===== config.mk =====
export PLATFORM = sky130hd
export DESIGN_NAME = uart_apb_seq
export DESIGN_NICKNAME = d
export VERILOG_FILES = /design/src/rtl/uart_apb_seq.sv
export SDC_FILE = /design/constraint.sdc
export NUM_CORES = 1
export LEC_CHECK = 0
export BUFFER_PORTS_ARGS = -buffer_cell sky130_fd_sc_hd__buf_4
export CORE_MARGIN = 5
export CORE_UTILIZATION = 42
export DETAILED_ROUTE_END_ITERATION = 10
export GPL_ROUTABILITY_DRIVEN = 0
export PLACE_DENSITY = 0.78
export SYNTH_ARGS = -nofsm -noshare
export SYNTH_HDL_FRONTEND = slang
export SYNTH_SLANG_ARGS = --single-unit

===== constraint.sdc =====
create_clock -name clock -period 1.9 [get_ports clock]
set_input_delay 0.285 -clock clock [delete_from_list [all_inputs] [get_ports clock]]
set_output_delay 0.285 -clock clock [all_outputs]
set_load 0.02 [all_outputs]

===== src/rtl/uart_apb_seq.sv =====
// uart_apb_seq: APB master that programs a 16550-style UART after reset and
// then feeds bytes from two round-robin requesters into the transmit holding
// register, polling LSR.THRE before each write.
module uart_apb_seq #(
  parameter logic [31:0] UART_BASE = 32'h0000_0000,
  parameter logic [15:0] DIVISOR   = 16'd27,
  parameter logic [7:0]  LCR_VAL   = 8'h03,
  parameter logic [7:0]  FCR_VAL   = 8'h07,
  parameter logic [7:0]  IER_VAL   = 8'h00,
  parameter int          POLL_GAP  = 4
) (
  input  logic        clock,
  input  logic        PRESETn,
  output logic [31:0] PADDR,
  output logic [31:0] PWDATA,
  output logic        PWRITE,
  output logic        PSEL,
  output logic        PENABLE,
  input  logic [31:0] PRDATA,
  input  logic        PREADY,
  input  logic        PSLVERR,
  input  logic        tx0_valid,
  input  logic [7:0]  tx0_data,
  output logic        tx0_ready,
  input  logic        tx1_valid,
  input  logic [7:0]  tx1_data,
  output logic        tx1_ready,
  output logic        init_done,
  output logic        busy,
  output logic        err
);

  localparam logic [31:0] OFF_THR = 32'h00;
  localparam logic [31:0] OFF_IER = 32'h04;
  localparam logic [31:0] OFF_FCR = 32'h08;
  localparam logic [31:0] OFF_LCR = 32'h0C;
  localparam logic [31:0] OFF_LSR = 32'h14;
  localparam logic [15:0] GAP_LAST = 16'(POLL_GAP - 1);

  typedef enum logic [2:0] {
    INIT_SETUP,
    INIT_ACCESS,
    IDLE,
    POLL_SETUP,
    POLL_ACCESS,
    POLL_WAIT,
    THR_SETUP,
    THR_ACCESS
  } state_t;

  state_t      state_q, state_d;
  logic [2:0]  step_q, step_d;
  logic [15:0] gap_q, gap_d;
  logic        last_q, last_d;
  logic [7:0]  byte_q, byte_d;
  logic        init_done_q, init_done_d;
  logic        err_q, err_d;

  logic [31:0] init_off;
  logic [7:0]  init_byte;
  logic [31:0] apb_addr;
  logic [31:0] apb_wdata;
  logic        apb_write;
  logic        apb_sel;
  logic        apb_enable;
  logic        grant_ok;
  logic        hs0;
  logic        hs1;

  // Only THRE (bit 5) of the LSR matters; the other read bits are ignored.
  logic        unused_prdata;
  assign unused_prdata = ^{PRDATA[31:6], PRDATA[4:0]};

  // Configuration program: register offset and byte for each init step.
  // Step 0 sets DLAB so that steps 1 and 2 reach the divisor latch.
  always_comb begin
    init_off  = OFF_LCR;
    init_byte = 8'h80 | LCR_VAL;
    case (step_q)
      3'd0: begin init_off = OFF_LCR; init_byte = 8'h80 | LCR_VAL; end
      3'd1: begin init_off = OFF_THR; init_byte = DIVISOR[7:0];    end
      3'd2: begin init_off = OFF_IER; init_byte = DIVISOR[15:8];   end
      3'd3: begin init_off = OFF_LCR; init_byte = LCR_VAL;         end
      3'd4: begin init_off = OFF_FCR; init_byte = FCR_VAL;         end
      3'd5: begin init_off = OFF_IER; init_byte = IER_VAL;         end
      default: begin init_off = OFF_LCR; init_byte = 8'h80 | LCR_VAL; end
    endcase
  end

  // Round-robin arbiter: on a tie the requester that did not win last time
  // gets the grant; a lone requester always wins. Grants only in IDLE.
  always_comb begin
    grant_ok  = (state_q == IDLE) && init_done_q;
    tx0_ready = grant_ok && tx0_valid && (!tx1_valid || last_q);
    tx1_ready = grant_ok && tx1_valid && (!tx0_valid || !last_q);
    hs0       = tx0_valid && tx0_ready;
    hs1       = tx1_valid && tx1_ready;
  end

  // State register and all sequencing state; reset restarts the init program
  // and drops any byte already latched.
  always_ff @(posedge clock or negedge PRESETn) begin
    if (!PRESETn) begin
      state_q     <= INIT_SETUP;
      step_q      <= 3'd0;
      gap_q       <= 16'd0;
      last_q      <= 1'b1;
      byte_q      <= 8'h00;
      init_done_q <= 1'b0;
      err_q       <= 1'b0;
    end else begin
      state_q     <= state_d;
      step_q      <= step_d;
      gap_q       <= gap_d;
      last_q      <= last_d;
      byte_q      <= byte_d;
      init_done_q <= init_done_d;
      err_q       <= err_d;
    end
  end

  // Next-state logic: init writes, byte accept, LSR polling with back-off,
  // THR write. Every completing access folds PSLVERR into the sticky error.
  always_comb begin
    state_d     = state_q;
    step_d      = step_q;
    gap_d       = gap_q;
    last_d      = last_q;
    byte_d      = byte_q;
    init_done_d = init_done_q;
    err_d       = err_q;
    case (state_q)
      INIT_SETUP: state_d = INIT_ACCESS;
      INIT_ACCESS: begin
        if (PREADY) begin
          err_d = err_q | PSLVERR;
          if (step_q == 3'd5) begin
            step_d      = 3'd0;
            init_done_d = 1'b1;
            state_d     = IDLE;
          end else begin
            step_d  = step_q + 3'd1;
            state_d = INIT_SETUP;
          end
        end
      end
      IDLE: begin
        if (hs0) begin
          byte_d  = tx0_data;
          last_d  = 1'b0;
          state_d = POLL_SETUP;
        end else if (hs1) begin
          byte_d  = tx1_data;
          last_d  = 1'b1;
          state_d = POLL_SETUP;
        end
      end
      POLL_SETUP: state_d = POLL_ACCESS;
      POLL_ACCESS: begin
        if (PREADY) begin
          err_d = err_q | PSLVERR;
          if (PRDATA[5] && !PSLVERR) begin
            state_d = THR_SETUP;
          end else begin
            gap_d   = 16'd0;
            state_d = POLL_WAIT;
          end
        end
      end
      POLL_WAIT: begin
        if (gap_q == GAP_LAST) begin
          state_d = POLL_SETUP;
        end else begin
          gap_d = gap_q + 16'd1;
        end
      end
      THR_SETUP: state_d = THR_ACCESS;
      THR_ACCESS: begin
        if (PREADY) begin
          err_d   = err_q | PSLVERR;
          state_d = IDLE;
        end
      end
      default: state_d = INIT_SETUP;
    endcase
  end

  // APB request decode from the current state; address, data and direction
  // are functions of state/step/latched byte so they hold through wait states.
  always_comb begin
    apb_addr   = 32'h0;
    apb_wdata  = 32'h0;
    apb_write  = 1'b0;
    apb_sel    = 1'b0;
    apb_enable = 1'b0;
    case (state_q)
      INIT_SETUP, INIT_ACCESS: begin
        apb_sel    = 1'b1;
        apb_enable = (state_q == INIT_ACCESS);
        apb_addr   = UART_BASE + init_off;
        apb_wdata  = {24'h0, init_byte};
        apb_write  = 1'b1;
      end
      POLL_SETUP, POLL_ACCESS: begin
        apb_sel    = 1'b1;
        apb_enable = (state_q == POLL_ACCESS);
        apb_addr   = UART_BASE + OFF_LSR;
      end
      THR_SETUP, THR_ACCESS: begin
        apb_sel    = 1'b1;
        apb_enable = (state_q == THR_ACCESS);
        apb_addr   = UART_BASE + OFF_THR;
        apb_wdata  = {24'h0, byte_q};
        apb_write  = 1'b1;
      end
      default: begin
        apb_sel = 1'b0;
      end
    endcase
  end

  // The reset state is INIT_SETUP, which would otherwise drive a setup phase,
  // so the bus outputs are forced quiet while PRESETn is low.
  assign PADDR     = PRESETn ? apb_addr  : 32'h0;
  assign PWDATA    = PRESETn ? apb_wdata : 32'h0;
  assign PWRITE    = PRESETn & apb_write;
  assign PSEL      = PRESETn & apb_sel;
  assign PENABLE   = PRESETn & apb_enable;
  assign init_done = init_done_q;
  assign err       = err_q;
  assign busy      = !((state_q == IDLE) && !tx0_valid && !tx1_valid);

endmodule


* After elaboration in Yosys (flattened, before gate mapping)
Cells that the tools add are included.
** Cells by class
- Add/subtract/negate cells :: 2
- Equal/unequal tests :: 20
- Multiplexer cells :: 27
- Bitwise operators :: 4
- Reductions and logical operators :: 33
** Operators by type and width (count)
- $mux W32 :: 2
- $pmux W32 S2 :: 1
- $mux W16 :: 3
- $pmux W16 S2 :: 1
- $pmux W8 S4 :: 1
- $pmux W3 S8 :: 1
- $mux W3 :: 7
- $eq A3 B3 Y1 const B :: 6
- $add A16 B1 Y16 const B :: 1
- $eq A16 B2 Y1 const B :: 1
- $mux W8 :: 2
- $pmux W8 S2 :: 1
- $eq A3 B2 Y1 const B :: 4
- $ne A2 B2 Y1 const B :: 6
- $pmux W4 S3 :: 1
- $logic_and A1 B1 Y1 :: 10
- $reduce_or A2 Y1 :: 4
- $eq A3 B1 Y1 const B :: 2
- $reduce_and A2 Y1 :: 3
- $reduce_or A6 Y1 :: 1
- $logic_not A1 Y1 :: 5
- $reduce_and A5 Y1 :: 1
- $mux W1 :: 4
- $mux W2 :: 2
- other kinds (12) :: 16
** Storage, ports and cells
- Bits in registers :: 33
- Bits of input ports :: 54
- Output and inout port bits :: 72

* Depth between registers and ports, before layout
Gate-level depths: netlist (run 1).
- Word-level depth :: 8
- Mapped depth :: 7
- Gate-level depth less buffers :: 6

* Least setup slack after synthesis (run 1)
Ideal clock, no wire load.
- Path kind :: register to output
- Start :: reg state_q[1]
- End :: out PWDATA[0]
- Arrival time :: 1.698 ns
- Data required time :: 1.615 ns
- Setup slack :: -0.083 ns
- Stages on the path, launching flop included :: 6
- Path buffers :: 1
- Path through :: dfrtp_1 > clkbuf_1 > inv_1 > ha_1 > nand2b_1 > a21oi_1
** On the way
- Longest elaborated chain between the ends :: 4
- Elaborated cells between the ends (all ways) :: 8
- Those cells by class :: eq/ne (3); mux (2); reduce/logical (3)
** Ends and longest elaborated chain
- start, declared :: RTL line 51 : state_t state_q, state_d;
- start signal, assigned :: RTL line 112 : state_q <= state_d;
- $eq A3 B3 Y1, or another cell as far along :: RTL line 196 : case (state_q)
- $reduce_or A2 Y1 :: RTL line 196
- $pmux W8 S2 (*) :: RTL line 196
- $mux W32 (*) :: RTL line 225 : assign PWDATA = PRESETn ? apb_wdata : 32'h0;
- end, declared :: RTL line 15 : output logic [31:0] PWDATA,
Every way passes the cells marked *; elsewhere a longest branch is shown, timed or not.

* Final worst setup path (run 1)
- Start :: reg step_q[1]
- End :: out PWDATA[7]
** On the way
- Longest elaborated chain between the ends :: 5
- Elaborated cells between the ends (all ways) :: 9
- Those cells by class :: eq/ne (5); mux (3); reduce/logical (1)
** Ends and longest elaborated chain
- start, declared :: RTL line 52 : logic [2:0] step_q, step_d;
- start signal, assigned :: RTL line 113 : step_q <= step_d;
- $eq A3 B3 Y1 or $eq A3 B2 Y1 (tied branches) :: RTL line 79 : case (step_q)
- $reduce_or A2 Y1 (no source line)
- $pmux W8 S4 (*) :: RTL line 79
- $pmux W8 S2 (*) :: RTL line 196
- $mux W32 (*) :: RTL line 225
Marks and branches as above.

==> results_dict.tcl, run 1 <==
set metrics [dict create \
    run_status "completed" \
    start_util_pct 43.9 \
    routedWlPerCell_um 12.6 \
    ir_worst_vdd_mv 0.570 \
    setup_violations 0 \
    worst_setup_path_end_kind "output port" \
    rsz0062_at_grt "true" \
    dpl_cell_area_sq_um 2770 \
    instances_no_fill 445 \
    drc 0 \
    yosys.area.top_type "dfrtp_1" \
    pre_cts_ws_ns 0.0141 \
    vias 2155 \
    antenna_found_initial 0 \
    cp.arrival_ns 1.59 \
    yosysMostFrequentCell "buf_4" \
    post-place-cells 423 \
    finalSetupTns_ns 0 \
    grt_overflow 0 \
    die_area_sq_um 7490 \
    hp-class "input port to flip-flop" \
    synth_cells 299 \
    regToRegStartpoint "state_q[2]" \
    clock_path_buffers 2 \
    ioPinCount 126 \
    ctsRootBufferMaster "clkbuf_8" \
    avgViaCountPerCell 4.84 \
    grt_usage_pct 15.1 \
    synthMuxAreaShare_pct 1.83 \
    synth_compound_area_share_pct 12.0 \
    synthDistinctLibCells 47 \
    synth_top_family_by_area "simple AND/OR/NAND/NOR gates" \
    min_path_cells 2 \
    power_density_nw_per_um2 1390 \
    synth_flop_cell "dfrtp_1" \
    min-delay-start "tx0_valid" \
    fin_area_sq_um 3110 \
    dr.pass1.iters 4 \
    synth-async-reset-ratio_pct 100 \
    worstSetupStartpointType "flip-flop" \
    die-height_um 86.5 \
    worstSkewPairLatency_ns 0.28 \
    synth-seq-cells 33 \
    reg2regPathDepth 6 \
    synth_edf_count 0 \
    grt_pass1_vias 2026 \
    r2r_end "state_q[1]" \
    htreeDepth 2 \
    required_ns 1.62 \
    worst_slack_ns 0.0254 \
    ant_nets 0 \
    synthToLayoutAreaGrowth_pct 26.6 \
    holdWs_ns 0.178 \
    min_period_ns 1.87 \
    n_antenna_cell 0 \
    hold_viol_final 0 \
    grt_pass1_wl_mm 9.13 \
    die_w_um 86.5 \
    portBuffers 41 \
    criticalPathCategory "flip-flop to output port" \
    wl_mm 5.62 \
    syn_area_per_cell_sq_um 8.23 \
    total_power_mw 4.33 \
    period_share_pct 98.7 \
    synth-xor-area-share_pct 3.56 \
    synthTopCellsByCount "56 x buf_4, 44 x nand2_1, 32 x dfrtp_1, 27 x nor2_1, 18 x nand3_1" \
    cts_made_buffers 5 \
    final_core_util_pct 55.5 \
    drt_iter0_drc 86 \
    drive_gt1_share_pct 31.4 \
    rows 27 \
    drv_slew 0 \
    ys_warn_count 0 \
    r2r_slack_ns 0.05 \
    clkTransAtPathRegs_ns 0.07 \
    core_sq_um 5610 \
    max_clock_freq_ghz 0.533 \
    synthAdderAreaFrac_pct 3.56 \
    dp_hpwl_mm 4.21 \
    synthSimpleGateAreaFrac_pct 25.7 \
    min_to "last_q" \
    grt_max_degree 22 \
    synth_top_area_share_pct 32.6 \
    cp_max_fo 8 \
    power.leakage_nw 1.49 \
    synth.area.top_cells "dfrtp_1 33%, buf_4 17%, nand2_1 6.7%" \
    fin_nets 433 \
    synth_area_sq_um 2460 \
    cts_tree "done" \
    ys_seq_area_share_pct 33.6 \
    clock-skew-final_ns 0.00444 \
    cap_violations 0 \
    cts.sinks 33 \
]
==> state kept, by name, summed over array words and instances, names as in the netlist <==
name,cells
byte_q,8
init_done,1
last_q,1
step_q,3
gap_q,16
err,1
state_q,3
==> power breakdown <==
part	total, mW	internal (mW)	switching [mW]
clock	0.512	0.259	0.253
combinational	2.49	1.22	1.27
sequential	1.33	0.992	0.336
total	4.33	2.47	1.86
==> cell families after synthesis <==
family	after synthesis
adders and majority gates	7
DFF	33
other	1
muxes	4
AOI/OAI and AO/OA	46
and+or+nand+nor	126
xor gates and xnor gates	10
buffers and inverters	72
==> critical path: stages, from the launching register on <==
cell     delay (ns)
dfrtp_1        0.41
inv_2          0.08
ha_4           0.19
nor3b_1        0.19
o21ai_0        0.13
a21oi_1        0.15
buf_4          0.16
==> cell usage in the layout (no fill, tap or decap), drive strengths merged, types with 3 or more instances in the layout <==
master / count
buf: 76
conb: 53
nand2: 45
dfrtp: 32
nor2: 27
nand3: 19
a21oi: 13
a31oi: 11
o21ai: 10
xor2: 8
inv: 8
clkbuf: 7
ha: 7
nand2b: 6
and3: 4
nor2b: 4
nor4: 4
nor3: 3
nand4: 3
nor3b: 3
mux2i: 3
==> metal layers <==
metal	part of all wire, %	up-vias	track usage, %	wire length, um
met5	0	-	0	0
met4	1.1	0	5.38	59
met3	7.6	7	4.09	427
met2	49	77	25.6	2770
met1	42	1006	18.4	2360
li1	-	1065	-	-
==> how the worst max path moves through the flow <==
stage,start,end
3_5_place_dp,state_q[2],gap_q[15]
3_3_place_gp,state_q[2],PWDATA[7]
5_1_grt,state_q[2],PENABLE
6_report,step_q[1],PWDATA[7]
4_1_cts,step_q[0],PADDR[2]
2_1_floorplan,state_q[1],PWDATA[0]
==> repair_timing <==
action / in CTS / in global routing
hold endpoints to repair: 10 / 0
pin swaps: 0 / 6
hold buffers: 1 / 0
gates resized for setup: 13 / 26
endpoints found under the setup margin: 13 / 13
setup buffers: 5 / 8
==> cell type report <==
class / count / area [sq um]
clock buffers: 7 / 76.3
flip-flops and latches: 33 / 832
clock inverters: 1 / 7.51
multi-input cells: 246 / 1470
well taps: 72 / 90.1
inverters: 9 / 36.3
fillers: 507 / 2490
repair buffers: 77 / 603
Note: power is estimated with default switching activity, not from simulation.
==> run 2, diff against run 1 <==
MAX_ROUTING_LAYER = met4   (was unset)
RECOVER_POWER = 25   (was unset)
==> run 2 against run 1 <==
Maximum frequency about the same. Flip-flop and latch count unchanged. Core utilization down 0.067 points. Sequential power about the same. Clock skew about the same. Total power about the same. Highest routed layer unchanged.
==> results_dict.tcl, run 2 (synthesis results as in run 1) <==
set metrics [dict create \
    run_status "completed" \
    grt_max_degree 22 \
    dpl_cell_area_sq_um 2770 \
    post-place-cells 423 \
    synthToLayoutAreaGrowth_pct 26.4 \
    ctsRootBufferMaster "clkbuf_8" \
    largest_reg_flops 16 \
    ir_worst_vdd_mv 0.570 \
    max_clock_freq_ghz 0.534 \
    grt_pass1_wl_mm 9.12 \
    htreeDepth 2 \
    routedWlPerCell_um 12.7 \
    regMostFlops "gap_q" \
    r2r_slack_ns 0.05 \
    final_cell_mix "69 x buf_4, 53 x conb_1, 42 x nand2_1, 28 x dfrtp_1, 27 x nor2_1" \
    top_regs "gap_q x16, byte_q x8" \
    crit_buf_inv 2 \
    instances_no_fill 445 \
    rows 27 \
    ioPinCount 126 \
    fin_nets 433 \
    grt_overflow 0 \
    die_w_um 86.5 \
    worstSetupStartpointType "flip-flop" \
    drv_slew 0 \
    core_sq_um 5610 \
    setup_violations 0 \
    cp.arrival_ns 1.59 \
    worst_setup_path_end_kind "output port" \
    crit_chain "inv_2 -> ha_4 -> nor3b_1 -> o21ai_0 -> a21oi_1 -> buf_4" \
    cts.sinks 33 \
    clock-skew-final_ns 0.00445 \
    critPathSlowestCell "dfrtp_1" \
    dr.pass1.iters 6 \
    cts_made_buffers 5 \
    period_share_pct 98.6 \
    clock_path_buffers 2 \
    criticalPathCategory "flip-flop to output port" \
    rsz0062_at_grt "true" \
    die_area_sq_um 7490 \
    crit_family "flip-flops" \
    grt_usage_pct 15.6 \
    drc 0 \
    antenna_found_initial 0 \
    cp_max_fo 8 \
    power.leakage_nw 1.48 \
    grt_pass1_vias 2029 \
    drive_gt1_share_pct 31.1 \
    vias 2158 \
    min_period_ns 1.87 \
    hold_viol_final 0 \
    start_util_pct 43.9 \
    clkTransAtPathRegs_ns 0.07 \
    fin_area_sq_um 3110 \
    dp_hpwl_mm 4.21 \
    drt_iter0_drc 98 \
    mostFrequentLayoutCell "buf_4" \
    worstSkewPairLatency_ns 0.28 \
    ant_nets 0 \
    holdWs_ns 0.178 \
    power_density_nw_per_um2 1390 \
    n_antenna_cell 0 \
    cap_violations 0 \
    wl_mm 5.66 \
    required_ns 1.62 \
    portBuffers 41 \
    cts_tree "done" \
    slowest_delay_ns 0.41 \
    avgViaCountPerCell 4.85 \
    die-height_um 86.5 \
    hp-class "input port to flip-flop" \
]
[run 2: final cells by class]
class                      count  area, sq um
clock inverter                 1         7.51
clock buffer                   7         76.3
sequential                    33          832
fill                         509         2500
timing repair buffer          77          599
inverter                       9         36.3
multi-input combinational    246         1470
tap                           72         90.1
[run 2: power by group]
part / leakage [nW] / internal (mW) / switching [mW]
Sequential: 0.423 / 0.992 / 0.336
Clock: 0.0385 / 0.259 / 0.252
Combinational: 1.02 / 1.22 / 1.27
[run 2: path summary, 6_finish.rpt]
check | end | depth (start not counted) | startpoint
setup / recovery | PWDATA[7] | 6 | step_q[1]
hold / removal | last_q | 2 | tx0_valid
setup reg to reg | state_q[1] | 6 | state_q[2]
hold reg to reg | err | 1 | err
max in group asynchronous | last_q | 3 | PRESETn
min in group asynchronous | gap_q[5] | 2 | PRESETn
[run 2: per-layer routing]
layer	part of all wire, %	vias up	global-route usage [%]
li1	-	1066	-
met1	43	1003	18.6
met2	49	80	25.6
met3	6.9	9	3.80
met4	1.5	0	5.38
met5	0	-	-
[run 2: stage by stage]
step | TNS, ns | total power, mW | setup WS [ns] | utilization, %
after detailed placement | 0 | 3.30 | 0.0141 | 49.4
final | 0 | 4.33 | 0.0259 | 55.4
after global routing | -0.186 | 4.66 | -0.103 | 55.4
after floorplan | -0.452 | 2.69 | -0.0831 | -
after global placement | 0 | 3.24 | 0.0772 | 49.4
after CTS | 0 | 4.03 | 0.0115 | 52.7
[run 2: what timing repair did]
| item | 4_1_cts | 5_1_grt |
|---|---|---|
| resized for setup | 13 | 26 |
| endpoints found under the hold margin | 10 | 0 |
| hold buffers | 1 | 0 |
| pin swaps | 0 | 6 |
| setup endpoints to repair | 13 | 13 |
| buffers inserted | 5 | 8 |
| cloned | 0 | 0 |
==> run 3, diff against run 2 <==
CORE_ASPECT_RATIO = 0.7   (was unset)
RECOVER_POWER = unset   (was 25)
==> run 3 against run 2 <==
Clock-buffer cell count is the same. Largest power group unchanged. Sequential share of layout area shrank 0.71 points. Via count grew 0.32%. Die area is 0.33% higher. Combinational power rose by 4%. Critical path depth rose by 5. First-iteration DRC count up 34%. Hold slack better by 0.027 ns. Sequential power hardly changed. Core utilization increased by 0.62 points. Clock power grew 35%. Register-to-register slack got worse by 0.05 ns.
==> results_dict.tcl, run 3 (synthesis results as in run 1) <==
set metrics [dict create \
    run_status "completed" \
    grt_pass1_vias 2031 \
    drv_slew 0 \
    final_cell_mix "73 x buf_4, 53 x conb_1, 43 x nand2_1, 28 x dfrtp_1, 27 x nor2_1" \
    required_ns 2.07 \
    routedWlPerCell_um 14.2 \
    startpoint "state_q[2]" \
    cp.arrival_ns 2.07 \
    grt_pass1_wl_mm 9.57 \
    dr.pass1.iters 5 \
    rsz0062_at_grt "true" \
    cp_max_fo 5 \
    finalSetupTns_ns 0 \
    top_regs "gap_q x16, byte_q x8" \
    setup_violations 0 \
    slowest_delay_ns 0.41 \
    vias 2165 \
    drt_iter0_drc 131 \
    pre_cts_ws_ns 0.0573 \
    crit_chain "buf_6 -> ha_4 -> nand3_2 -> buf_4 -> buf_4 -> buf_4 -> buf_4 -> buf_4 -> buf_4 -> mux2i_1 -> nor3_1" \
    worst_setup_path_end_kind "flip-flop" \
    power_density_nw_per_um2 1440 \
    cts_tree "done" \
    min_period_ns 1.90 \
    rows 23 \
    ir_worst_vdd_mv 0.462 \
    total_power_mw 4.61 \
    cts_made_buffers 5 \
    grt_usage_pct 16.4 \
    antenna_found_initial 0 \
    mostFrequentLayoutCell "buf_4" \
    die-height_um 74.0 \
    hold_viol_final 0 \
    grt_overflow 0 \
    r2r_slack_ns 0.001 \
    worst_slack_ns 0.00125 \
    period_share_pct 99.9 \
    cts.sinks 33 \
    synthToLayoutAreaGrowth_pct 29.9 \
    ctsRootBufferMaster "clkbuf_8" \
    n_antenna_cell 0 \
    core_sq_um 5700 \
    wl_mm 6.38 \
    portBuffers 41 \
    fillers 496 \
    clock-skew-final_ns 0.00709 \
    start_util_pct 43.2 \
    drc 0 \
    hp-class "input port to flip-flop" \
    regMostFlops "gap_q" \
    worstSetupStartpointType "flip-flop" \
    critPathSlowestCell "dfrtp_2" \
    die_area_sq_um 7510 \
    power.leakage_nw 1.54 \
    worstSkewPairLatency_ns 0.29 \
    largest_reg_flops 16 \
    drive_gt1_share_pct 31.9 \
    grt_max_degree 19 \
    fin_nets 433 \
    htreeDepth 2 \
    ant_nets 0 \
    clkTransAtPathRegs_ns 0.07 \
    holdWs_ns 0.206 \
    max_clock_freq_ghz 0.527 \
    cap_violations 0 \
    final_core_util_pct 56.1 \
    criticalPathCategory "flip-flop to flip-flop" \
    clock_path_buffers 2 \
    regToRegStartpoint "state_q[2]" \
    min-delay-start "tx0_valid" \
    critical_path.most_common_cell "buf_4" \
    dp_hpwl_mm 4.29 \
    die_w_um 101 \
    ioPinCount 126 \
    avgViaCountPerCell 4.83 \
]
## run 3: routing by layer
metal / share of wire (%) / track usage [%] / wire length [um]
met5: 0 / - / 0
met4: 2.5 / 5.46 / 159
met3: 6.0 / 2.16 / 385
met1: 44 / 21.6 / 2810
met2: 47 / 26.2 / 3030
## run 3: timing repair
action | 4_1_cts | 5_1_grt
buffers inserted | 11 | 7
pin swaps | 2 | 4
gates resized for setup | 16 | 33
hold buffers | 1 | 0
endpoints found under the setup margin | 13 | 15
hold endpoints to repair | 7 | 0
## run 3: final cells by class
cell class	instances	area, sq um	share of cell area [%]
sequential	33	832	26.0
clock buffer	7	86.3	2.70
multi-input combinational	246	1520	47.6
timing repair buffer	77	592	18.5
inverter	9	38.8	1.21
tap	75	93.8	2.94
clock inverter	1	30.0	0.940
## run 3: critical path: cells and delay by family (launching register included)
family	cells	cell delay [ns]
adder cells (fa/ha/maj)	1	0.14
flip-flops	1	0.41
multiplexers	1	0.15
AND/OR/NAND/NOR	2	0.17
buffers and inverters	7	0.92
## run 3: report_power, final
part	switching, mW	total, mW	internal (mW)
combinational	1.38	2.58	1.20
clock	0.261	0.689	0.428
sequential	0.352	1.34	0.992
## run 3: path summary, 6_finish.rpt
path | to | cells past startpoint
max | state_q[0] | 11
min | last_q | 2
max reg2reg | state_q[0] | 11
min reg2reg | err | 1
max in group asynchronous | gap_q[13] | 3
min in group asynchronous | step_q[0] | 2
## run 3: metrics by stage
step | instances | cell area (sq um)
6_report | 448 | 3190
5_1_grt | 448 | 3190
4_1_cts | 441 | 2990
3_5_place_dp | 421 | 2740
3_3_place_gp | 421 | 2740
2_1_floorplan | 351 | 2660
